==> src/rtl/apb_sub_pkg.sv <==
`default_nettype none
// ============================================================================
// Module   : apb_sub_pkg
// Brief    : Shared types for the registered APB subordinate bridge.
// Revision : 1.0
// ============================================================================
package apb_sub_pkg;

    localparam int APB_SUB_AW = 32;
    localparam int APB_SUB_DW = 32;

    typedef enum logic [1:0] {
        IDLE  = 2'd0,
        ISSUE = 2'd1,
        RESP  = 2'd2
    } state_t;

    typedef struct packed {
        logic                      write;
        logic [APB_SUB_AW-1:0]     addr;
        logic [APB_SUB_DW-1:0]     wdata;
        logic [APB_SUB_DW/8-1:0]   strb;
        logic [2:0]                prot;
    } apb_req_t;

    typedef struct packed {
        logic [APB_SUB_DW-1:0]     rdata;
        logic                      err;
    } apb_rsp_t;

endpackage
`default_nettype wire

==> src/rtl/apb_wait_timer.sv <==
`default_nettype none
// ============================================================================
// Module   : apb_wait_timer
// Brief    : Saturating busy-cycle counter; flags the edge that reaches the limit.
// Revision : 1.0
// ============================================================================
module apb_wait_timer #(
    parameter int TIMEOUT_CYCLES = 16
) (
    input  logic clk,
    input  logic reset,
    input  logic i_clear,
    input  logic i_incr,
    output logic o_expired
);

    localparam int c_cnt_w = $clog2(TIMEOUT_CYCLES + 1);
    localparam logic [c_cnt_w-1:0] c_limit = c_cnt_w'(TIMEOUT_CYCLES);
    localparam logic [c_cnt_w-1:0] c_last  = c_cnt_w'(TIMEOUT_CYCLES - 1);

    logic [c_cnt_w-1:0] r_count;

    always_ff @(posedge clk or posedge reset) begin
        if (reset) begin
            r_count <= '0;
        end else if (i_clear) begin
            r_count <= '0;
        end else if (i_incr && (r_count != c_limit)) begin
            r_count <= r_count + c_cnt_w'(1);
        end
    end

    // High when the next busy increment brings the count to the limit.
    assign o_expired = (r_count == c_last);

endmodule
`default_nettype wire

==> src/rtl/apb_subordinate_fsm.sv <==
`default_nettype none
// ============================================================================
// Module   : apb_subordinate_fsm
// Brief    : Registered APB subordinate driving single-strobe device requests.
//            Optional busy timeout enabled by APB_SUB_TIMEOUT_EN.
// Revision : 1.0
// ============================================================================
module apb_subordinate_fsm
    import apb_sub_pkg::*;
#(
    parameter int                    ADDR_WIDTH = APB_SUB_AW,
    parameter int                    DATA_WIDTH = APB_SUB_DW,
    parameter logic [ADDR_WIDTH-1:0] BASE_ADDR  = '0,
    parameter logic [ADDR_WIDTH:0]   RANGE_SIZE = (ADDR_WIDTH+1)'(4096),
    parameter logic [ADDR_WIDTH-1:0] ADDR_MASK  = '1
`ifdef APB_SUB_TIMEOUT_EN
    ,
    parameter int                    TIMEOUT_CYCLES = 16
`endif
) (
    input  logic                    clk,
    input  logic                    reset,
    input  logic                    psel,
    input  logic                    penable,
    input  logic                    pwrite,
    input  logic [ADDR_WIDTH-1:0]   paddr,
    input  logic [DATA_WIDTH-1:0]   pwdata,
    input  logic [DATA_WIDTH/8-1:0] pstrb,
    input  logic [2:0]              pprot,
    output logic [DATA_WIDTH-1:0]   prdata,
    output logic                    pready,
    output logic                    pslverr,
    output logic                    wEn,
    output logic                    rEn,
    output logic [ADDR_WIDTH-1:0]   addr,
    output logic [DATA_WIDTH-1:0]   wData,
    output logic [DATA_WIDTH/8-1:0] wStrb,
    output logic [2:0]              prot,
    input  logic [DATA_WIDTH-1:0]   rData,
    input  logic                    error,
    input  logic                    busy
);

    state_t                r_state;
    state_t                w_state_nxt;
    apb_req_t              r_req;
    apb_rsp_t              r_rsp;
    logic                  r_wen;
    logic                  r_ren;
    logic [ADDR_WIDTH-1:0] w_masked;
    logic [ADDR_WIDTH-1:0] w_offset;
    logic                  w_hit;
    logic                  w_setup;
    logic                  w_access;
    logic                  w_timeout;

    assign w_setup  = psel & ~penable;
    assign w_access = psel & penable;

    // Subtraction first keeps the window check free of BASE+RANGE overflow.
    assign w_masked = paddr & ADDR_MASK;
    assign w_offset = w_masked - BASE_ADDR;
    assign w_hit    = (w_masked >= BASE_ADDR) && ({1'b0, w_offset} < RANGE_SIZE);

`ifdef APB_SUB_TIMEOUT_EN
    logic w_expired;

    apb_wait_timer #(
        .TIMEOUT_CYCLES (TIMEOUT_CYCLES)
    ) u_wait_timer (
        .clk       (clk),
        .reset     (reset),
        .i_clear   (r_state != ISSUE),
        .i_incr    ((r_state == ISSUE) && busy),
        .o_expired (w_expired)
    );

    assign w_timeout = w_expired & busy;
`else
    assign w_timeout = 1'b0;
`endif

    always_ff @(posedge clk or posedge reset) begin
        if (reset) begin
            r_state <= IDLE;
        end else begin
            r_state <= w_state_nxt;
        end
    end

    always_comb begin
        w_state_nxt = r_state;
        case (r_state)
            IDLE: begin
                if (w_setup) begin
                    w_state_nxt = w_hit ? ISSUE : RESP;
                end
            end
            ISSUE: begin
                if (!busy || w_timeout) begin
                    w_state_nxt = RESP;
                end
            end
            RESP: begin
                if (w_access || !psel) begin
                    w_state_nxt = IDLE;
                end
            end
            default: w_state_nxt = IDLE;
        endcase
    end

    always_ff @(posedge clk or posedge reset) begin
        if (reset) begin
            r_req <= '0;
            r_rsp <= '0;
            r_wen <= 1'b0;
            r_ren <= 1'b0;
        end else begin
            case (r_state)
                IDLE: begin
                    if (w_setup) begin
                        if (w_hit) begin
                            r_req <= '{write: pwrite, addr: w_offset, wdata: pwdata,
                                       strb: pstrb, prot: pprot};
                            r_wen <= pwrite;
                            r_ren <= ~pwrite;
                        end else begin
                            r_rsp <= '{rdata: '0, err: 1'b1};
                        end
                    end
                end
                ISSUE: begin
                    if (!busy) begin
                        r_wen       <= 1'b0;
                        r_ren       <= 1'b0;
                        r_rsp.rdata <= r_req.write ? '0 : rData;
                        r_rsp.err   <= error;
                    end else if (w_timeout) begin
                        r_wen <= 1'b0;
                        r_ren <= 1'b0;
                        r_rsp <= '{rdata: '0, err: 1'b1};
                    end
                end
                default: ;
            endcase
        end
    end

    assign pready  = (r_state == RESP) & w_access;
    assign prdata  = pready ? r_rsp.rdata : '0;
    assign pslverr = pready & r_rsp.err;

    assign wEn   = r_wen;
    assign rEn   = r_ren;
    assign addr  = r_req.addr;
    assign wData = r_req.wdata;
    assign wStrb = r_req.strb;
    assign prot  = r_req.prot;

endmodule
`default_nettype wire

==> config.mk <==
export PLATFORM = sky130hd
export DESIGN_NAME = apb_subordinate_fsm
export DESIGN_NICKNAME = d
export VERILOG_FILES = /design/src/rtl/apb_sub_pkg.sv /design/src/rtl/apb_wait_timer.sv /design/src/rtl/apb_subordinate_fsm.sv
export SDC_FILE = /design/constraint.sdc
export NUM_CORES = 1
export LEC_CHECK = 0
export ABC_AREA = 1
export CAP_MARGIN = 10
export CORE_MARGIN = 2
export CORE_UTILIZATION = 47
export DETAILED_ROUTE_END_ITERATION = 7
export GPL_TIMING_DRIVEN = 1
export HOLD_SLACK_MARGIN = 0.03
export PLACE_DENSITY = 0.89
export SLEW_MARGIN = 30
export SYNTH_ARGS = -nofsm -noshare
export SYNTH_HDL_FRONTEND = slang
export SYNTH_HIERARCHICAL = 1
export SYNTH_SLANG_ARGS = --single-unit
==> constraint.sdc <==
create_clock -name clk -period 10.3 [get_ports clk]
set_clock_uncertainty 0.15 [all_clocks]
set_input_delay 1.545 -clock clk [delete_from_list [all_inputs] [get_ports clk]]
set_output_delay 1.545 -clock clk [all_outputs]
set_load 0.02 [all_outputs]
## After elaboration in Yosys (flattened, before gate mapping)

Index checks and enable logic that the tools add are counted.

- $add $sub $neg: 0
- Multiply operators: 0
- Divide/modulo/power cells: 0
- Order comparisons: 2
- Equality and inequality tests: 7
- Shift-type cells: 0
- Muxes and demuxes: 18
- Bitwise logic cells: 6
- Reduce and logical (&&, ||, !) cells: 9

Operators with widths:

| operator | count |
|---|---|
| $mux W33 | 3 |
| $pmux W33 S2 | 1 |
| $mux W32 | 2 |
| $ge A32 B1 Y1 const B | 1 |
| $lt A32 B13 Y1 const B | 1 |
| $ne A2 B2 Y1 const B | 5 |
| $mux W2 | 4 |
| $reduce_and A4 Y1 | 2 |
| $pmux W2 S3 | 1 |
| $reduce_and A3 Y1 | 2 |
| $mux W1 | 5 |
| $and A1 B1 Y1 | 4 |
| $pmux W1 S2 | 2 |
| $eq A2 B1 Y1 const B | 1 |
| $eq A2 B2 Y1 const B | 1 |
| $logic_not A2 Y1 | 1 |
| $not A1 Y1 | 2 |
| $reduce_bool A2 Y1 | 1 |
| $logic_and A1 B1 Y1 | 1 |
| $logic_not A1 Y1 | 1 |
| $logic_or A1 B1 Y1 | 1 |

- Register bits: 109
- Latch bits: 0
- Memory bits (writable): 0
- ROM bits: 0
- Input port bits: 110
- Memories: 0

## Longest topological paths before layout

- Depth after elaboration: 5
- Mapped depth: 10

## Worst setup path before layout

Ideal clock, no wire load.

- Path kind: input port to output port
- From: in psel
- To: out prdata[22]
- Arrival: 2.283 ns
- Data required time: 8.605 ns
- Path slack: 6.322 ns
- Stages: 3
- Buffers on the path: 1
- Cells stage by stage: nand4_1 > clkbuf_1 > nor2_1

- Word-level cells in the longest chain between the ends: 3

RTL lines:

| element | RTL line | RTL |
|---|---|---|
| start: declaration | apb_subordinate_fsm.sv:23 | `input logic psel,` |
| $and A1 B1 Y1 | apb_subordinate_fsm.sv:58 | `assign w_access = psel & penable;` |
| $and A1 B1 Y1 | apb_subordinate_fsm.sv:150 | `assign pready = (r_state == RESP) & w_access;` |
| $mux W32 | apb_subordinate_fsm.sv:151 | `assign prdata = pready ? r_rsp.rdata : '0;` |
| end: declaration | apb_subordinate_fsm.sv:30 | `output logic [DATA_WIDTH-1:0] prdata,` |

Every way passes these cells.

## Worst setup path after layout

- From: in psel
- To: out prdata[27]

The elaborated chain is that of the path after synthesis.

==> flow_summary_export.csv <==
group,metric,value,unit
synth,netlist_top_cells_area,"dfrtp_1 (52%), nand2_1 (14%), buf_4 (11%)",
final_layout,final-instance-count-excl-fill,906,
floorplan,pin_count,217,
synth,postSynthRegisterBits,109,
flow_run,cap_viol_max_count,0,
critical_path,reg2regPathDepth,4,
floorplan,floorplan.initialDensity,48.2,%
timing,fin_crit_sh,47.0,%
synth,async_reset_ff_share,100,%
critical_path,timing.critical_path.required,8.61,ns
critical_path,r2r-start,"r_state[1]$_DFFE_PP0P_",
timing,finalWorstPathRequiredPeriod,4.84,ns
placement,post-dp-hpwl,9.01,mm
route,vias_per_cell,4.79,
power,leakagePower,3.45,nW
grt,grt_antenna_before_repair,0,
timing,max_freq,0.207,GHz
run_status,outcome,"completed",
clocking,root_buffer,"clkbuf_8",
power,ir_drop,80.7,uV
placement,dp_cells,890,
grt,grt_pass1_vias,4177,
clocking,worstSkewPairLatency,0.35,ns
critical_path,end_kind,"output pin",
synth,mappedNetlistArea,5230,um2
route,route.met3.wl,886,um
clocking,tritoncts_clock_tree,"yes",
clocking,cts.htree.levels,3,
synth,synthesis.yosys.warnings,6,
route,met2_wirelength,6.04,mm
synth,synth_area_leader_cell,"dfrtp_1",
critical_path,critical_path.cell_chain,"clkdlybuf4s50_1, nand4_1, buf_4, nor2_1, clkdlybuf4s50_1",
timing,setup_viol,0,
power,powerDensity,116,nW/um2
placement,portBuffers,216,
critical_path,kind_of_start_point_of_the_critical_path,"input port",
synth,synth_top_area_share,52.2,%
critical_path,r2r_end,"addr[29]$_DFFE_PP0P_",
final_layout,num-nets-final,871,
clocking,post-cts-setup-buffer-count,0,
timing,setup_tns,0,ns
critical_path,crit_path_kind,"input port to output pin",
route,routedWlPerCell,13.6,um
critical_path,slowest_delay,0.62,ns
route,routed-via-count,4341,
route,detailedRoute.firstIterationViolations,341,
grt,maximum_number_of_pins_on_one_net_before_global_route_repair,64,
critical_path,cpMaxStageDelayCell,"clkdlybuf4s50_1",
route,dr.max_layer_used,"met4",
floorplan,die_h,109,um
grt,wire_length_of_the_first_global_routing_pass,19.5,mm
route,firstDrtPassIters,4,
floorplan,die_area,12000,um2
floorplan,core.rowCount,38,
synth,synth.net_count,743,
critical_path,worstPathMaxFanout,34,
final_layout,fraction_of_layout_cells_with_a_size_suffix_above_1,3.92,%
placement,globalplace.congestion,0.837,
clocking,tritoncts.num_buffers,9,
route,route.antenna.remaining_nets,0,
critical_path,launch_point_of_the_critical_path,"psel",
route,route.layer.met1.wl,5.07,mm
floorplan,die_x,109,um
route,drt-total-wl,12.3,mm
synth,yosys-top-cells-count,"nand2_1 (188), dfrtp_1 (109), buf_4 (79)",
grt,grt_use_total,20.6,%
synth,synth_most_common_cell,"nand2_1",
timing,final_max_slew_viol_count,0,
grt,overflow,0,
final_layout,n_antenna_cell,0,
clocking,ctsLongestPathBuffers,2,
critical_path,crit_top_cell,"clkdlybuf4s50_1",
final_layout,synth_to_final_area_change,35.3,%
critical_path,worst_setup_path_endpoint,"prdata[27]",
hold_path,holdCritPathClass,"flip-flop to flip-flop",
synth,syn-mean-instance-area,8.26,um2
timing,tightest_slew,0.919,ns
clocking,tritoncts_num_sinks,109,
clocking,clk_pin_slew_worst_paths,0.10,ns
critical_path,worst-endpoint-arrival,3.14,ns
route,detail_route.drc_violations,0,
clocking,post_cts_resize_count,0,
timing,timing.slew.headroom,38.6,%
critical_path,r2r_setup_slk,8.04,ns
synth,postSynthCellCount,633,
synth,post_synth_num_cell_types,14,
synth,synthFlopType,"dfrtp_1",
synth,synth-edff-count,0,
clocking,cts_hold_repair.buffers,0,
floorplan,core_region_area,10800,um2
timing,rsz0062_at_grt,"no",
timing,report.final.hold_viol_count,0,
synth,seq_area_frac_synth,52.2,%
-- through the flow --
stage,hold slack (ns),cell area (um2),util (%),total power [mW],setup WS (ns)
2_1_floorplan,0.292,5230,-,0.530,5.73
3_3_place_gp,0.302,6860,63.3,0.591,5.39
3_5_place_dp,0.307,6890,63.6,0.596,5.44
4_1_cts,0.331,7070,65.2,0.830,5.44
5_1_grt,0.344,7070,65.2,0.863,5.36
6_report,0.325,7070,65.2,0.823,5.46
-- placed cells by master, fill, tap and decap left out, types with 2 or more instances in the layout --
cell type,Yosys,routed
clkbuf_8,0,9
clkdlybuf4s50_1,0,216
buf_4,79,3
nand2_1,188,188
or2_1,2,2
inv_6,0,3
inv_2,4,4
inv_1,63,61
nand4_1,34,34
nor2_1,68,68
dfrtp_1,109,109
nor2_2,3,2
nand3_1,57,57
clkinv_4,0,2
-- worst max-delay path, delay by kind of cell --
family,cells,cell delay (ns)
buf+inv,3,1.35
simple gates,2,0.24
-- routing by layer --
layer  track usage, %  vias up
met5                0        -
met4             8.59        0
met3             3.68       28
met2             35.7      179
met1             25.2     2006
li1                 -     2128
-- how the worst min path moves through the flow --
stage / from / endpoint / slack (ns) / cells after the start
after floorplan: r_req[71]$_DFFE_PP0P_ / r_req[71]$_DFFE_PP0P_ / 0.29 / 2
final: wData[11]$_DFFE_PP0P_ / wData[11]$_DFFE_PP0P_ / 0.33 / 2
after CTS: wData[11]$_DFFE_PP0P_ / wData[11]$_DFFE_PP0P_ / 0.33 / 2
after detailed placement: wData[11]$_DFFE_PP0P_ / wData[11]$_DFFE_PP0P_ / 0.31 / 2
after global placement: wData[29]$_DFFE_PP0P_ / wData[29]$_DFFE_PP0P_ / 0.30 / 2
after global routing: r_rsp[1]$_DFFE_PP0P_ / r_rsp[1]$_DFFE_PP0P_ / 0.34 / 2
-- power by group --
part | internal (mW) | leakage (nW) | switching [mW]
Sequential | 0.435 | 1.41 | 0.00646
Clock | 0.0911 | 0.0906 | 0.144
Combinational | 0.0593 | 1.94 | 0.0858
-- cells by family after synthesis --
group         synth area share, %
simple gates                 28.9
buf+inv                      18.9
flops                        52.2
-- flip-flops by register name (all words and copies together) (netlist names), 2 cells and up --
name	cells
addr	32
prot	3
wData	32
r_rsp	33
r_state	2
wStrb	4
-- cell type report --
type | instances | area (um2)
fillers | 879 | 3770
flip-flops and latches | 109 | 2730
repair buffers | 220 | 2210
multi-input cells | 354 | 1520
inverters | 67 | 254
well taps | 140 | 175
clock buffers | 9 | 124
clock inverters | 7 | 56.3
(Power assumes the default switching activity.)
